<file path="config.mk">
export PLATFORM = sky130hd
export DESIGN_NAME = wb_sram_arbiter_2m
export DESIGN_NICKNAME = d
export VERILOG_FILES = /design/src/rtl/wb_sram_arb_pkg.sv /design/src/rtl/wb_rr_arb2.sv /design/src/rtl/wb_sram_arbiter_2m.sv
export SDC_FILE = /design/constraint.sdc
export NUM_CORES = 1
export LEC_CHECK = 0
export CORE_AREA = 10 10 114 116
export CTS_BUF_LIST = sky130_fd_sc_hd__clkbuf_8
export DETAILED_ROUTE_END_ITERATION = 16
export DIE_AREA = 0 0 124 126
export HOLD_SLACK_MARGIN = 0.12
export PLACE_DENSITY = 0.66
export SYNTH_ARGS = -nofsm -noshare
export SYNTH_HDL_FRONTEND = slang
export SYNTH_SLANG_ARGS = --single-unit
</file>
<file path="constraint.sdc">
create_clock -name clk -period 2.5 [get_ports clk]
set_clock_uncertainty 0.05 [all_clocks]
set_input_delay 0.5 -clock clk [delete_from_list [all_inputs] [get_ports clk]]
set_output_delay 0.5 -clock clk [all_outputs]
set_load 0.05 [all_outputs]
</file>
<file path="src/rtl/wb_sram_arb_pkg.sv">
// ============================================================================
// Module      : wb_sram_arb_pkg
// Description : Shared types and helpers for the two-master Wishbone SRAM arbiter.
// Revision    : 1.0 - initial release
// ============================================================================
`default_nettype none

package wb_sram_arb_pkg;

    typedef enum logic [1:0] {
        IDLE   = 2'd0,
        ACCESS = 2'd1,
        RDATA  = 2'd2
    } arb_state_e;

    localparam int unsigned BYTE_W = 8;

    function automatic int unsigned nb_of(input int unsigned data_width);
        return data_width / BYTE_W;
    endfunction

endpackage

`default_nettype wire

</file>
<file path="src/rtl/wb_rr_arb2.sv">
// ============================================================================
// Module      : wb_rr_arb2
// Description : Combinational two-requester round-robin picker.
// Revision    : 1.0 - initial release
// ============================================================================
`default_nettype none

module wb_rr_arb2 (
    input  logic [1:0] req,
    input  logic       last,
    output logic       gnt_valid,
    output logic       gnt_idx
);

    // On a tie the requester not served last wins.
    assign gnt_valid = |req;
    assign gnt_idx   = (&req) ? ~last : req[1];

endmodule

`default_nettype wire

</file>
<file path="src/rtl/wb_sram_arbiter_2m.sv">
// ============================================================================
// Module      : wb_sram_arbiter_2m
// Description : Round-robin two-master Wishbone arbiter driving one synchronous
//               byte-enable SRAM. Optional macro WB_SRAM_ARB_BURST_EN holds the
//               grant while the granted master keeps cyc asserted.
// Revision    : 1.0 - initial release
// ============================================================================
`default_nettype none

module wb_sram_arbiter_2m
    import wb_sram_arb_pkg::*;
#(
    parameter  int ADDR_WIDTH = 32,
    parameter  int DATA_WIDTH = 32,
    localparam int NB         = nb_of(DATA_WIDTH)
) (
    input  logic                  clk,
    input  logic                  rstn,

    input  logic                  m0_cyc,
    input  logic                  m0_stb,
    input  logic                  m0_we,
    input  logic [ADDR_WIDTH-1:0] m0_adr,
    input  logic [NB-1:0]         m0_sel,
    input  logic [DATA_WIDTH-1:0] m0_dat_w,
    output logic [DATA_WIDTH-1:0] m0_dat_r,
    output logic                  m0_ack,
    output logic                  m0_err,

    input  logic                  m1_cyc,
    input  logic                  m1_stb,
    input  logic                  m1_we,
    input  logic [ADDR_WIDTH-1:0] m1_adr,
    input  logic [NB-1:0]         m1_sel,
    input  logic [DATA_WIDTH-1:0] m1_dat_w,
    output logic [DATA_WIDTH-1:0] m1_dat_r,
    output logic                  m1_ack,
    output logic                  m1_err,

    output logic [ADDR_WIDTH-1:0] sram_addr,
    output logic                  sram_read_en,
    output logic                  sram_write_en,
    output logic [NB-1:0]         sram_byte_en,
    output logic [DATA_WIDTH-1:0] sram_write_data,
    input  logic [DATA_WIDTH-1:0] sram_read_data
);

    arb_state_e state_q, state_d;
    logic       grant_q, grant_d;
    logic       last_q,  last_d;
`ifdef WB_SRAM_ARB_BURST_EN
    logic       held_q,  held_d;
    logic       g_cyc;
`endif

    logic                  gnt_valid, gnt_idx;
    logic                  g_req, g_we;
    logic [NB-1:0]         g_sel;
    logic                  ack, rd_en, wr_en, done;

    wb_rr_arb2 u_rr (
        .req       ({m1_cyc & m1_stb, m0_cyc & m0_stb}),
        .last      (last_q),
        .gnt_valid (gnt_valid),
        .gnt_idx   (gnt_idx)
    );

    // Only the granted master's signals ever reach the SRAM.
    assign g_req           = grant_q ? (m1_cyc & m1_stb) : (m0_cyc & m0_stb);
    assign g_we            = grant_q ? m1_we  : m0_we;
    assign g_sel           = grant_q ? m1_sel : m0_sel;
    assign sram_addr       = grant_q ? m1_adr : m0_adr;
    assign sram_write_data = grant_q ? m1_dat_w : m0_dat_w;
    assign sram_byte_en    = g_sel;
`ifdef WB_SRAM_ARB_BURST_EN
    assign g_cyc           = grant_q ? m1_cyc : m0_cyc;
`endif

    always_comb begin
        state_d = state_q;
        grant_d = grant_q;
        last_d  = last_q;
        ack     = 1'b0;
        rd_en   = 1'b0;
        wr_en   = 1'b0;
        done    = 1'b0;
`ifdef WB_SRAM_ARB_BURST_EN
        held_d  = held_q;
`endif
        case (state_q)
            IDLE: begin
                if (gnt_valid) begin
                    grant_d = gnt_idx;
                    state_d = ACCESS;
                end
            end
            ACCESS: begin
                if (!g_req) begin
`ifdef WB_SRAM_ARB_BURST_EN
                    // cyc high with stb low keeps the burst parked here.
                    if (!g_cyc) begin
                        state_d = IDLE;
                        held_d  = 1'b0;
                        if (held_q) last_d = grant_q;
                    end
`else
                    state_d = IDLE;
`endif
                end else if (g_sel == '0) begin
                    ack  = 1'b1;
                    done = 1'b1;
                end else if (g_we) begin
                    wr_en = 1'b1;
                    ack   = 1'b1;
                    done  = 1'b1;
                end else begin
                    rd_en   = 1'b1;
                    state_d = RDATA;
                end
            end
            RDATA: begin
                ack  = g_req;
                done = 1'b1;
            end
            default: state_d = IDLE;
        endcase

        if (done) begin
`ifdef WB_SRAM_ARB_BURST_EN
            if (g_cyc) begin
                state_d = ACCESS;
                held_d  = 1'b1;
            end else begin
                state_d = IDLE;
                last_d  = grant_q;
                held_d  = 1'b0;
            end
`else
            state_d = IDLE;
            last_d  = grant_q;
`endif
        end

        // A transfer caught by reset must not be acknowledged at the reset edge.
        if (!rstn) begin
            ack   = 1'b0;
            rd_en = 1'b0;
            wr_en = 1'b0;
        end
    end

    always_ff @(posedge clk) begin
        if (!rstn) begin
            state_q <= IDLE;
            grant_q <= 1'b0;
            last_q  <= 1'b1;
`ifdef WB_SRAM_ARB_BURST_EN
            held_q  <= 1'b0;
`endif
        end else begin
            state_q <= state_d;
            grant_q <= grant_d;
            last_q  <= last_d;
`ifdef WB_SRAM_ARB_BURST_EN
            held_q  <= held_d;
`endif
        end
    end

    assign sram_read_en  = rd_en;
    assign sram_write_en = wr_en;
    assign m0_ack        = ack & ~grant_q;
    assign m1_ack        = ack &  grant_q;
    assign m0_dat_r      = sram_read_data;
    assign m1_dat_r      = sram_read_data;
    assign m0_err        = 1'b0;
    assign m1_err        = 1'b0;

endmodule

`default_nettype wire

</file>
==> flow_summary.toml <==
[place]
placedCellCount = 482
dp_slack_ns = -0.178
place_congestion = 0.742
hpwlAfterDp_mm = 8.30
port_buffers = 215

[route]
drt_iter0_drc = 35
drc = 0
wl_per_cell_um = 19.2
avgViaCountPerCell = 4.07
postRouteAntennaNets = 0
drt-total-wl_mm = 9.56
via_count = 2028
drtPass1Iterations = 4

[power_and_ir_drop]
p_sw_w = 0.000634
internal_power_w = 0.000667
pwr-share-clk_pct = 10.9
power-per-cell-area_mw_per_mm2 = 356
vdd_drop_max_mv = 0.161
leakage_nw = 1.49
netSwitchingFraction_pct = 48.7
comb_power_share_pct = 82.6
seqPwrFrac_pct = 6.4

[clocking]
cts_buffers = 3
numClockSinks = 4
cts_root_buf = "clkbuf_8"
clk_latency_ns = 0.22
clk_pin_slew_ns = 0.04
cts_buffer_depth = 2
cts_htree_levels = 1
cts_tree = "yes"

[yosys]
synth_cells = 191
synth_area_mm2 = 0.00173
yosysUniqueCellTypes = 31
synth_top_area_cell = "mux2_2"
synth_seq_cells = 4
async_reset_ff_share_pct = 0
yosysMostFrequentCell = "mux2_2"
seq_area_frac_synth_pct = 4.62
avgSynthCellArea_um2 = 9.08
ys_warn_count = 0
synthTopCellsByArea = "mux2_2 44%, buf_4 29%, dfxtp_1 4.6%, nor4_4 2.5%, buf_2 2.3%"
synth_top_area_share_pct = 44.2
synth_commonest_cells = "68 x mux2_2, 66 x buf_4, 8 x buf_2, 4 x dfxtp_1"
synth_edf_count = 0
ys.flop_type = "dfxtp_1"

[global_routing]
grt_pass1_wl_mm = 13.6
grt_util_all_layers_pct = 10.9
antenna_found_initial = 0
grt_start_max_net_pins = 40
grt_pass1_vias = 2326
gr-total-overflow = 0

[worst_setup_path]
r2r_end = "state_q[1]"
r2r_setup_slack_ns = 0.16
start_kind = "input port"
timing.rr.start = "state_q[0]"
crit_arrival_ns = 1.91
reg2regPathDepth = 13
crit_fanout = 3
critPathKind = "in -> out"
end_kind = "output port"
crit_required_ns = 1.95

[timing]
final_max_slew_viol_count = 0
setup_violations = 0
finalCriticalPeriod_ns = 2.46
fmax_ghz = 0.407
finalHoldViolCount = 0
fin_ws_ns = 0.0445
finalCritPeriodShare_pct = 98.2

[floorplanning]
core_mm2 = 0.0107
row_count = 38
chipHeight_um = 126
ioPinCount = 314
die_area_mm2 = 0.0156
start_util_pct = 16.2
die_w_um = 124

[finish]
fin_nets = 538
drive_above_1_share_pct = 52.5
area_delta_synth_final_pct = 110
diodes = 0
stdcell_count = 498

[worst_hold_path]
hold_path_depth = 2
hp-start = "last_q"
hold_path_class = "reg -> reg"
min_to = "last_q"

[run]
maxCapViolations = 0

[outcome]
outcome = "complete, no violations"
[per-stage QoR]
step	util, %	area [um^2]	setup TNS, ns	hold WS (ns)	total power, W
CTS	33.9	3630	0	0.481	0.00129
global placement	32.4	3470	-0.284	0.457	0.00112
finish	34.1	3650	0	0.478	0.00130
detailed placement	32.4	3470	-0.350	0.473	0.00113
global route	34.1	3650	-0.0393	0.563	0.00136
floorplan	-	1740	0	0.429	0.000969
[flip-flops by register name, indices dropped and copies added, names as in the netlist]
name,count
last_q,1
grant_q,1
state_q,2
[power groups by stage]
stage	sequential [W]	combinational, W	clock [W]
2_1_floorplan	0.0000762	0.000893	0
3_5_place_dp	0.0000785	0.00105	0
4_1_cts	0.0000808	0.00107	0.000143
6_report	0.0000836	0.00107	0.000142
5_1_grt	0.0000843	0.00113	0.000151
3_3_place_gp	0.0000781	0.00105	0
[worst max path at each step]
stage | slack, ns | to | cells past startpoint | startpoint
after floorplan | 0.24 | m0_ack | 4 | m0_sel[2]
after global placement | -0.14 | m0_ack | 6 | m0_sel[2]
after detailed placement | -0.18 | m0_ack | 6 | m0_sel[2]
after CTS | 0.01 | last_q | 15 | state_q[0]
after global routing | -0.04 | m1_ack | 8 | state_q[1]
final | 0.04 | m1_ack | 7 | m0_sel[1]
[cells by family after synthesis]
group                      after synthesis  synth area share, %
muxes                                   71                 45.9
other                                    1                0.216
and+or+nand+nor                         27                 11.5
buffers and inverters                   76                 31.3
AOI/OAI and AO/OA                        9                 4.26
DFF                                      4                 4.62
adders and majority gates                3                 2.16
[cell type report]
| cell class | instances | area, um^2 |
|---|---|---|
| Clock buffer | 3 | 41.3 |
| Clock inverter | 1 | 3.75 |
| Fill cell | 1101 | 7050 |
| Inverter | 2 | 10.0 |
| Multi-Input combinational cell | 112 | 1180 |
| Sequential cell | 4 | 88.8 |
| Tap cell | 140 | 175 |
| Timing Repair Buffer | 236 | 2150 |
[critical path, stage by stage]
cell and delay (ns):
clkbuf_2 0.11, nor4_4 0.40, o32ai_4 0.15, nor3b_2 0.26, buf_4 0.16, and3_4 0.19
buf_12 0.13
[layer usage]
metal / global-route usage, % / wire length (um) / up-vias
li1: - / - / 948
met1: 10.1 / 3010 / 876
met2: 20.6 / 5070 / 181
met3: 5.50 / 1280 / 23
met4: 2.57 / 195 / 0
met5: 0 / 0 / -
[what timing repair did]
action | CTS | global route
pin swaps | 11 | 7
setup endpoints to repair | 2 | 6
resized for setup | 27 | 18
buffers inserted | 9 | 5
hold buffers | 0 | 0
[cell usage in the layout (no fill, tap or decap), types with 2 or more instances in the layout]
| cell type | netlist | final |
|---|---|---|
| nor4_4 | 2 | 2 |
| nor3b_2 | 2 | 2 |
| mux2i_1 | 3 | 3 |
| nand2_1 | 3 | 3 |
| clkbuf_2 | 0 | 6 |
| and3_4 | 0 | 2 |
| dfxtp_4 | 0 | 2 |
| buf_4 | 66 | 89 |
| nor2b_1 | 3 | 3 |
| conb_1 | 1 | 2 |
| nand3_1 | 3 | 3 |
| clkbuf_8 | 0 | 3 |
| clkdlybuf4s50_1 | 0 | 129 |
| ha_1 | 3 | 2 |
| clkdlybuf4s15_1 | 0 | 2 |
| buf_12 | 0 | 4 |
| o21ai_0 | 2 | 2 |
| mux2_2 | 68 | 68 |
| inv_1 | 2 | 2 |
| nor2_1 | 2 | 2 |
| dlygate4sd2_1 | 0 | 5 |
Power figures use the tool's default switching activity.
